[config.mk]
export PLATFORM = sky130hd
export DESIGN_NAME = onehot_index_scanner
export DESIGN_NICKNAME = d
export VERILOG_FILES = /design/src/rtl/onehot_index_scanner.sv
export SDC_FILE = /design/constraint.sdc
export NUM_CORES = 1
export LEC_CHECK = 0
export CAP_MARGIN = 0
export CORE_MARGIN = 2
export CORE_UTILIZATION = 40
export CTS_CLUSTER_DIAMETER = 150
export DETAILED_ROUTE_END_ITERATION = 8
export PLACE_DENSITY = 0.72
export SYNTH_ARGS = -nofsm -noshare
export SYNTH_HDL_FRONTEND = slang
export SYNTH_SLANG_ARGS = --single-unit
[constraint.sdc]
create_clock -name clk -period 1.7 [get_ports clk]
set_input_delay 0.51 -clock clk [delete_from_list [all_inputs] [get_ports clk]]
set_output_delay 0.51 -clock clk [all_outputs]
set_load 0.02 [all_outputs]
[src/rtl/onehot_index_scanner.sv]
`default_nettype none
// ============================================================================
//  Module   : onehot_index_scanner
//  Purpose  : Accepts an N_IN-bit request vector over valid/ready and emits the
//             binary index of every set bit, one per cycle, in priority order
//             (LSB_FIRST selects lowest- or highest-bit-first) over a second
//             valid/ready handshake. All-zero vectors raise a one-cycle
//             empty_err pulse instead of producing indices.
//  Options  : SCAN_COUNT_EN - adds pop_cnt, the registered popcount of the
//             accepted vector, held constant for the duration of the scan.
//  Revision : 1.0 - initial release
// ============================================================================
module onehot_index_scanner #(
  parameter int N_IN      = 8,
  parameter int LSB_FIRST = 1,
  localparam int IDX_W    = $clog2(N_IN)
) (
  input  logic             clk,
  input  logic             rst_n,
  input  logic [N_IN-1:0]  in_vec,
  input  logic             in_valid,
  output logic             in_ready,
  output logic [IDX_W-1:0] idx,
  output logic             idx_valid,
  input  logic             idx_ready,
  output logic             idx_last,
  output logic             empty_err,
`ifdef SCAN_COUNT_EN
  output logic [IDX_W:0]   pop_cnt,
`endif
  output logic             busy
);

  localparam logic [N_IN-1:0] c_ONE = {{(N_IN-1){1'b0}}, 1'b1};

  typedef enum logic [0:0] {
    IDLE = 1'b0,
    SCAN = 1'b1
  } state_t;

  state_t            state_q, state_d;
  logic [N_IN-1:0]   pending_q, pending_d;
  logic              err_q, err_d;

  logic [IDX_W-1:0]  sel_idx_w;
  logic [N_IN-1:0]   sel_mask_w;
  logic              single_w;

  // Priority pick of the bit to emit next; only pending_q feeds it, so the
  // index output never depends combinationally on any input port.
  generate
    if (LSB_FIRST != 0) begin : g_lsb_first
      // Lowest set bit wins: walk downward so the last hit is the lowest.
      always_comb begin
        sel_idx_w = '0;
        for (int i = N_IN - 1; i >= 0; i--) begin
          if (pending_q[i]) begin
            sel_idx_w = IDX_W'(i);
          end
        end
      end
    end else begin : g_msb_first
      // Highest set bit wins: walk upward so the last hit is the highest.
      always_comb begin
        sel_idx_w = '0;
        for (int i = 0; i < N_IN; i++) begin
          if (pending_q[i]) begin
            sel_idx_w = IDX_W'(i);
          end
        end
      end
    end
  endgenerate

  // Mask of the selected bit and "exactly one bit left" detection.
  always_comb begin
    sel_mask_w = c_ONE << sel_idx_w;
    single_w   = (pending_q != '0) && ((pending_q & (pending_q - c_ONE)) == '0);
  end

`ifdef SCAN_COUNT_EN
  logic [IDX_W:0] pop_cnt_q, pop_cnt_d;
  logic [IDX_W:0] in_pop_w;

  // Population count of the incoming vector, captured on acceptance.
  always_comb begin
    in_pop_w = '0;
    for (int i = 0; i < N_IN; i++) begin
      in_pop_w = in_pop_w + (IDX_W + 1)'(in_vec[i]);
    end
  end
`endif

  // Next-state logic: accept in IDLE, retire one bit per handshake in SCAN.
  always_comb begin
    state_d   = state_q;
    pending_d = pending_q;
    err_d     = 1'b0;
`ifdef SCAN_COUNT_EN
    pop_cnt_d = pop_cnt_q;
`endif
    case (state_q)
      IDLE: begin
        if (in_valid) begin
          pending_d = in_vec;
          err_d     = (in_vec == '0);
          if (in_vec != '0) begin
            state_d = SCAN;
`ifdef SCAN_COUNT_EN
            pop_cnt_d = in_pop_w;
`endif
          end
        end
      end
      SCAN: begin
        if (idx_ready) begin
          pending_d = pending_q & ~sel_mask_w;
          if (single_w) begin
            state_d = IDLE;
`ifdef SCAN_COUNT_EN
            pop_cnt_d = '0;
`endif
          end
        end
      end
      default: begin
        state_d   = IDLE;
        pending_d = '0;
      end
    endcase
  end

  // State registers with synchronous active-low reset.
  always_ff @(posedge clk) begin
    if (!rst_n) begin
      state_q   <= IDLE;
      pending_q <= '0;
      err_q     <= 1'b0;
`ifdef SCAN_COUNT_EN
      pop_cnt_q <= '0;
`endif
    end else begin
      state_q   <= state_d;
      pending_q <= pending_d;
      err_q     <= err_d;
`ifdef SCAN_COUNT_EN
      pop_cnt_q <= pop_cnt_d;
`endif
    end
  end

  // Output decode, purely from registered state.
  always_comb begin
    in_ready  = (state_q == IDLE);
    busy      = (state_q == SCAN);
    idx_valid = (state_q == SCAN);
    idx       = sel_idx_w;
    idx_last  = (state_q == SCAN) && single_w;
    empty_err = err_q;
`ifdef SCAN_COUNT_EN
    pop_cnt   = pop_cnt_q;
`endif
  end

endmodule
`default_nettype wire

After elaboration in Yosys (flattened, before gate mapping)
Index checks and enable logic that the tools add are counted.
{"block": "totals", "register_bits": 10, "inputBits": 12, "output_inout_bits": 8, "wordCells": 37}
{"block": "classes", "add_sub_neg": 1, "eq_ne": 2, "shift": 1, "muxes": 16, "bitwise": 6, "n_reduce_logical": 8}
{"op": "2-to-1 mux 3 bit", "count": 8}
{"op": "AND 8 bit", "count": 2}
{"op": "zero test 8 bit", "count": 2}
{"op": "2-to-1 mux 8 bit", "count": 2}
{"op": "case mux 8 bit (2 select lines)", "count": 1}
{"op": "nonzero test 8 bit", "count": 2}
{"op": "NOT 8 bit", "count": 1}
{"op": "<< shifter 1 x 3 -> 8 bit, first input constant", "count": 1}
{"op": "subtractor 8 x 1 -> 8 bit, second input constant", "count": 1}
{"op": "2-to-1 mux 1 bit", "count": 4}
{"op": "!= test 2 bit, second input constant", "count": 2}
{"op": "NOT 1 bit", "count": 3}
{"op": "OR reduction 3 bit", "count": 1}
{"op": "logical AND 1 bit", "count": 2}
{"op": "case mux 1 bit (2 select lines)", "count": 1}
{"op": "AND reduction 2 bit", "count": 1}

Logic depth before layout (Yosys ltp)
Gate-level depths: netlist (run 1).
{"block": "depth", "ltp_word": 13, "depth_mapped": 6, "mapped_depth_nobuf": 5}

Worst setup path before layout (run 1)
Ideal clock, no wire load.
{"block": "synth_path", "path_type": "reg-to-output", "startpoint": "register pending_q[4]", "endpoint": "output idx_last", "arrival_ps": 1275, "t_required_ps": 1190, "slack_ps": -85, "path_stages_with_launch": 6, "n_path_buf": 0, "path_cell_list": "dfxtp_1 -> nor4_4 -> xnor2_1 -> nand3b_1 -> nand3_1 -> and3_1"}
{"block": "synth_via", "elab_chain_len": 5, "elab_cells_between_ends": 6}
{"item": "from (decl)", "line": "42", "rtl": "logic [N_IN-1:0] pending_q, pending_d;"}
{"item": "from (signal assigned)", "line": "144", "rtl": "pending_q <= pending_d;"}
{"item": "subtractor 8 x 1 -> 8 bit", "line": "78", "rtl": "single_w = (pending_q != '0) && ((pending_q & (pending_q - c_ONE)) == '0);"}
{"item": "AND 8 bit", "line": "78"}
{"item": "zero test 8 bit", "line": "78"}
{"item": "logical AND 1 bit (*)", "line": "78"}
{"item": "logical AND 1 bit (*)", "line": "158", "rtl": "idx_last = (state_q == SCAN) && single_w;"}
{"item": "to (decl)", "line": "26", "rtl": "output logic idx_last,"}
Every way passes the cells marked *; elsewhere a longest branch is shown, timed or not.

Worst setup path in the final report (run 1)
{"block": "layout_path", "startpoint": "register pending_q[7]", "endpoint": "output idx_last"}
Same word-level chain as after synthesis.

==> out/qor.csv, run 1 <==
stage;metric;value;unit
place;pre-CTS setup slack;-609.1;ps
power_and_ir_drop;Pwr Total;1.069;mW
synth;Syn. warnings;0;
run;maxcap violations;0;
synth;synth unique cells;34;
run_status;status;complete, but fails checks;
setup_path;CP required;1190;ps
timing;Worst-Margin Slew;330.4;ps
global_routing;first-pass GRT wire length;4278;µm
detailed_routing;post-route ant nets;0;
floorplan;Initial Util;43.34;%
timing;endpoints failing setup;5;
timing;Final WS setup;-472.6;ps
detailed_routing;TritonRoute pass-1 iters;4;
finish;final net count;163;
synth;Mapped Nets;102;
timing;Max Freq;460.3;MHz
global_routing;largest net degree at the start of global routing;12;
synth;register area share after synthesis;29.96;%
timing;Clock Skew;1.171;ps
setup_path;worst reg2reg startpoint;pending_q[7];
timing;Max-slew headroom;77.81;%
finish;Core Util, Final;84.98;%
synth;leading area contributor after synthesis;dfxtp_1;
synth;Synth top area share;29.96;%
setup_path;CP Max Fanout;4;
finish;layout cells sized above 1;48.00;%
power_and_ir_drop;Peak VDD IR;0.6046;mV
clocking;# clock sinks;10;
clocking;clock tree buffer depth;2;
synth;Syn Inst Count;90;
floorplan;die height;44.87;µm
synth;most frequently used flop master after synthesis;dfxtp_1;
detailed_routing;vias;954;
global_routing;total track usage;29.74;%
clocking;Reg clk slew, reported paths;70;ps
power_and_ir_drop;power per standard cell area;816.3;nW/µm²
synth;cell area after synthesis;668.1;µm²
synth;Area contributors post-synth;dfxtp_1, nand2_1, nor2_1;
setup_path;Reg2Reg Capture Point;busy;
place;post-DP HPWL;1563;µm
clocking;Clock Latency Late Sink;270;ps
timing;Tcrit/Tclk final;127.8;%
global_routing;initial antenna violation count;0;
synth;Async SR Flop Fraction;0;%
timing;fin crit period;2173;ps
synth;post-synthesis register bit count;10;
finish;design area;1310;µm²
floorplan;CORE AREA;1541;µm²
synth;Post-synth EDFFs;0;
detailed_routing;DRC viols;0;
synth;syn avg cell area;7.424;µm²
timing;final hold vios;0;
floorplan;Die Area;2013;µm²
setup_path;R2R Setup Slk;-410;ps
setup_path;FF-to-FF path depth;13;
min_path;Min-Delay Path Class;reg -> reg;
place;Placed Instance Area;1082;µm²
place;# port buffers;19;
setup_path;CP arrival;1660;ps
power_and_ir_drop;P_leak;0.6025;nW
global_routing;vias in the first global route;892;
min_path;Hold Path Stages;3;
detailed_routing;DRT iter0 DRCs;28;
finish;ANT cells;0;
run_status;failing checks;negative setup slack;
timing;Total Neg Setup Slack;-1664;ps
setup_path;CP Class;reg -> out;
timing;unrepaired setup endpoints after global routing;yes;
floorplan;chip width;44.87;µm
timing;final-report max-slew violation count;0;
clocking;TritonCTS buffer count;3;
setup_path;CP Launch Type;flip-flop;
clocking;htree depth;1;
floorplan;row count;14;
min_path;hold path endpoint;pending_q[6];
min_path;min-delay src;pending_q[2];
finish;Synth-to-Final Area Change;96.07;%
clocking;CTS Hold Buffers Added;0;
clocking;CTS tree;done;
detailed_routing;Avg Vias per Cell;5.747;
place;routability cong.;0.8277;
detailed_routing;Routed WL;2829;µm
floorplan;I/O Pins;20;
global_routing;total congestion overflow;0;
detailed_routing;WL/cell;17.04;µm
clocking;Clock Tree Root;clkbuf_4;
setup_path;nature of the critical path endpoint;output pin;
## how the worst max path moves through the flow
| stage | startpoint | end | slack [ps] |
|---|---|---|---|
| finish | pending_q[7] | idx_last | -470 |
| global route | pending_q[7] | idx_last | -540 |
| CTS | pending_q[6] | idx_last | -450 |
| detailed placement | pending_q[4] | idx_last | -610 |
| global placement | pending_q[4] | idx_last | -580 |
| floorplan | pending_q[4] | idx_last | -60 |
## metrics by stage
step	hold slack [ps]	instances
4_1_cts	575.7	163
3_5_place_dp	596.0	149
3_3_place_gp	592.0	149
2_1_floorplan	535.4	90
5_1_grt	639.3	166
6_report	602.9	166
## repair_timing
item,CTS,global route
pin swaps,12,5
setup endpoints to repair,7,9
resized for setup,52,6
setup buffers,10,3
cloned,0,0
## routing by layer
layer,GRT usage [%],vias up,part of all wire [%]
met5,0,-,0
met4,15.88,0,4.7
met3,6.400,14,8.3
met2,46.38,59,46
met1,38.33,435,41
li1,-,446,-
## critical path, stage by stage, from the launching register on
cell and delay (ps):
dfxtp_4 360, nor4_4 370, xnor2_1 160, nand3b_1 100
nand3_2 100, and3_4 180, buf_6 110
## flip-flops by register name (all words and copies together), names as in the netlist
| signal | count |
|---|---|
| busy | 1 |
| pending_q | 8 |
| empty_err | 1 |
## cell families (layout without fill, tap and decap cells)
kind of cell | after synthesis | after routing | share of synthesized area [%]
AO/OA/AOI/OAI | 24 | 24 | 24.72
XOR/XNOR | 1 | 1 | 1.311
adder cells (fa/ha/maj) | 1 | 1 | 1.498
buffers and inverters | 11 | 71 | 6.928
flip-flops | 10 | 10 | 29.96
multiplexers | 2 | 2 | 3.183
AND/OR/NAND/NOR | 41 | 41 | 32.40
## synthesized netlist by cell type (2+ instances only)
cell type	number
o31a_1	2
a21boi_0	2
nor3_1	2
nand3_1	3
and3_1	2
a21oi_1	5
dfxtp_1	10
o21ai_0	6
nor2_1	9
nor4_1	4
nand2_1	12
clkbuf_1	4
nand2b_1	3
o211ai_1	2
inv_1	5
## power breakdown
part           internal [mW]  leakage (nW)  switching, mW  total (mW)
Clock                  0.130        0.0210         0.0943       0.225
Sequential             0.253        0.0864         0.0259       0.279
Combinational          0.330         0.495          0.236       0.566
Total                  0.713         0.602          0.356        1.07
## layout make-up
| cell class | instances | area, µm² |
|---|---|---|
| timing repair buffer | 62 | 546.8 |
| multi-input combinational | 69 | 469.2 |
| fill | 75 | 231.5 |
| sequential | 10 | 219.0 |
| clock buffer | 4 | 36.28 |
| tap | 16 | 20.02 |
| inverter | 5 | 18.77 |
## cell usage in the layout (no fill, tap or decap), types with 2 or more instances in the layout
master	n
inv_1	4
nor4_1	4
o31a_1	2
clkdlybuf4s50_1	11
nor2_4	2
a21boi_0	2
nand2b_1	2
buf_4	35
o21ai_0	6
dfxtp_4	3
nand2_1	12
dfxtp_2	6
buf_6	12
o211ai_1	2
clkbuf_4	3
nand3_1	2
nor2_1	7
a21oi_1	5
dlygate4sd2_1	3
Note: power is estimated with default switching activity, not from simulation.
==> run 2, diff against run 1 <==
- CORE_UTILIZATION: 40 -> 45
- PLACE_DENSITY: 0.72 -> 0.77
- SKIP_CTS_REPAIR_TIMING: not set -> 1
- TNS_END_PERCENT: not set -> 20
- clock period: 1.7 -> 2 ns (I/O delays scaled with it)
==> out/qor.csv, run 2 (same netlist as run 1, synthesis figures left out) <==
stage;metric;value;unit
setup_path;Setup crit start;pending_q[4];
timing;final hold vios;0;
clocking;Clock Tree Root;clkbuf_4;
min_path;min-delay src;pending_q[2];
timing;final-report max-slew violation count;0;
timing;endpoints failing setup;3;
timing;Worst-Margin Slew;382.3;ps
detailed_routing;Avg Vias per Cell;5.557;
floorplan;I/O Pins;20;
timing;unrepaired setup endpoints after global routing;yes;
finish;most frequent cells in the layout;buf_4, clkdlybuf4s50_1, nand2_1;
detailed_routing;Routed WL;2013;µm
power_and_ir_drop;power per standard cell area;660.3;nW/µm²
floorplan;Die Area;1809;µm²
detailed_routing;TritonRoute pass-1 iters;4;
place;post-DP HPWL;1626;µm
timing;Tcrit/Tclk final;112.3;%
place;routability cong.;0.8333;
timing;Final WS setup;-245.4;ps
clocking;TritonCTS buffer count;3;
floorplan;CORE AREA;1350;µm²
global_routing;vias in the first global route;764;
finish;layout cells sized above 1;28.80;%
power_and_ir_drop;P_leak;0.4422;nW
timing;Clock Skew;3.306;ps
floorplan;Initial Util;49.49;%
detailed_routing;DRC viols;0;
finish;Final Non-Filler Cells;140;
detailed_routing;post-route ant nets;0;
finish;ANT cells;0;
floorplan;chip width;42.53;µm
setup_path;CP required;1400;ps
global_routing;total congestion overflow;0;
setup_path;CP Class;reg -> out;
place;# port buffers;19;
floorplan;die height;42.53;µm
detailed_routing;WL/cell;14.38;µm
run_status;failing checks;negative setup slack;
timing;Max-slew headroom;74.43;%
finish;Reg with most FFs;pending_q;
setup_path;nature of the critical path endpoint;output pin;
global_routing;initial antenna violation count;0;
floorplan;row count;13;
timing;Total Neg Setup Slack;-361.1;ps
finish;final net count;139;
clocking;Reg clk slew, reported paths;70;ps
power_and_ir_drop;Pwr Total;0.6791;mW
min_path;Min-Delay Path Class;reg -> reg;
clocking;htree depth;1;
setup_path;CP Max Fanout;4;
clocking;Clock Latency Late Sink;270;ps
timing;Max Freq;445.4;MHz
detailed_routing;DRT iter0 DRCs;27;
finish;commonest non-fill, non-tap cell in the layout;buf_4;
clocking;clock tree buffer depth;2;
run;maxcap violations;0;
timing;fin crit period;2245;ps
clocking;CTS tree;done;
power_and_ir_drop;Peak VDD IR;0.4501;mV
setup_path;worst reg2reg startpoint;pending_q[2];
global_routing;largest net degree at the start of global routing;13;
run_status;status;complete, but fails checks;
clocking;# clock sinks;10;
setup_path;CP arrival;1650;ps
finish;max reg flops;8;
detailed_routing;vias;778;
finish;Synth-to-Final Area Change;53.93;%
global_routing;total track usage;24.38;%
place;placed instance count;137;
global_routing;first-pass GRT wire length;3325;µm
setup_path;CP Launch Type;flip-flop;
place;pre-CTS setup slack;-400.5;ps
run 2: path summary, 6_finish.rpt:
check	end	cells past startpoint	slack [ps]
setup reg to reg	pending_q[7]	7	400
hold reg to reg	pending_q[6]	3	650
setup / recovery	idx_last	6	-250
hold / removal	pending_q[6]	3	650
run 2: critical path, cell delays in order (launching register included):
cell and delay [ps]:
dfxtp_2 350, nor4_4 380, xnor2_1 170, nand3b_1 100, nand3_2 90, and3_4 180, buf_6 110
run 2: report_power, final:
part | internal (mW) | switching [mW]
combinational | 0.157 | 0.145
clock | 0.0697 | 0.0724
sequential | 0.214 | 0.0210
run 2: area by class of cell:
class,count,area (µm²)
fillers,109,321.6
clock buffers,3,22.52
repair buffers,38,326.6
multi-input cells,69,439.2
flip-flops and latches,10,202.7
well taps,15,18.77
inverters,5,18.77
run 2: routing by layer:
metal  up-vias  global-route usage, %  share of wire (%)
met5         -                      0                  0
met4         0                  8.750               0.94
met3         2                  3.017                5.1
met2        25                  44.31                 51
met1       357                  28.83                 43
li1        394                      -                  -
run 2: per-stage QoR:
step           util, %  cell area, µm²  hold WS [ps]
2_1_floorplan        -           668.1         535.4
3_5_place_dp     73.49           992.2         627.2
5_1_grt          76.18            1028         689.9
3_3_place_gp     73.49           992.2         624.1
4_1_cts          75.16            1015         640.9
6_report         76.18            1028         646.5
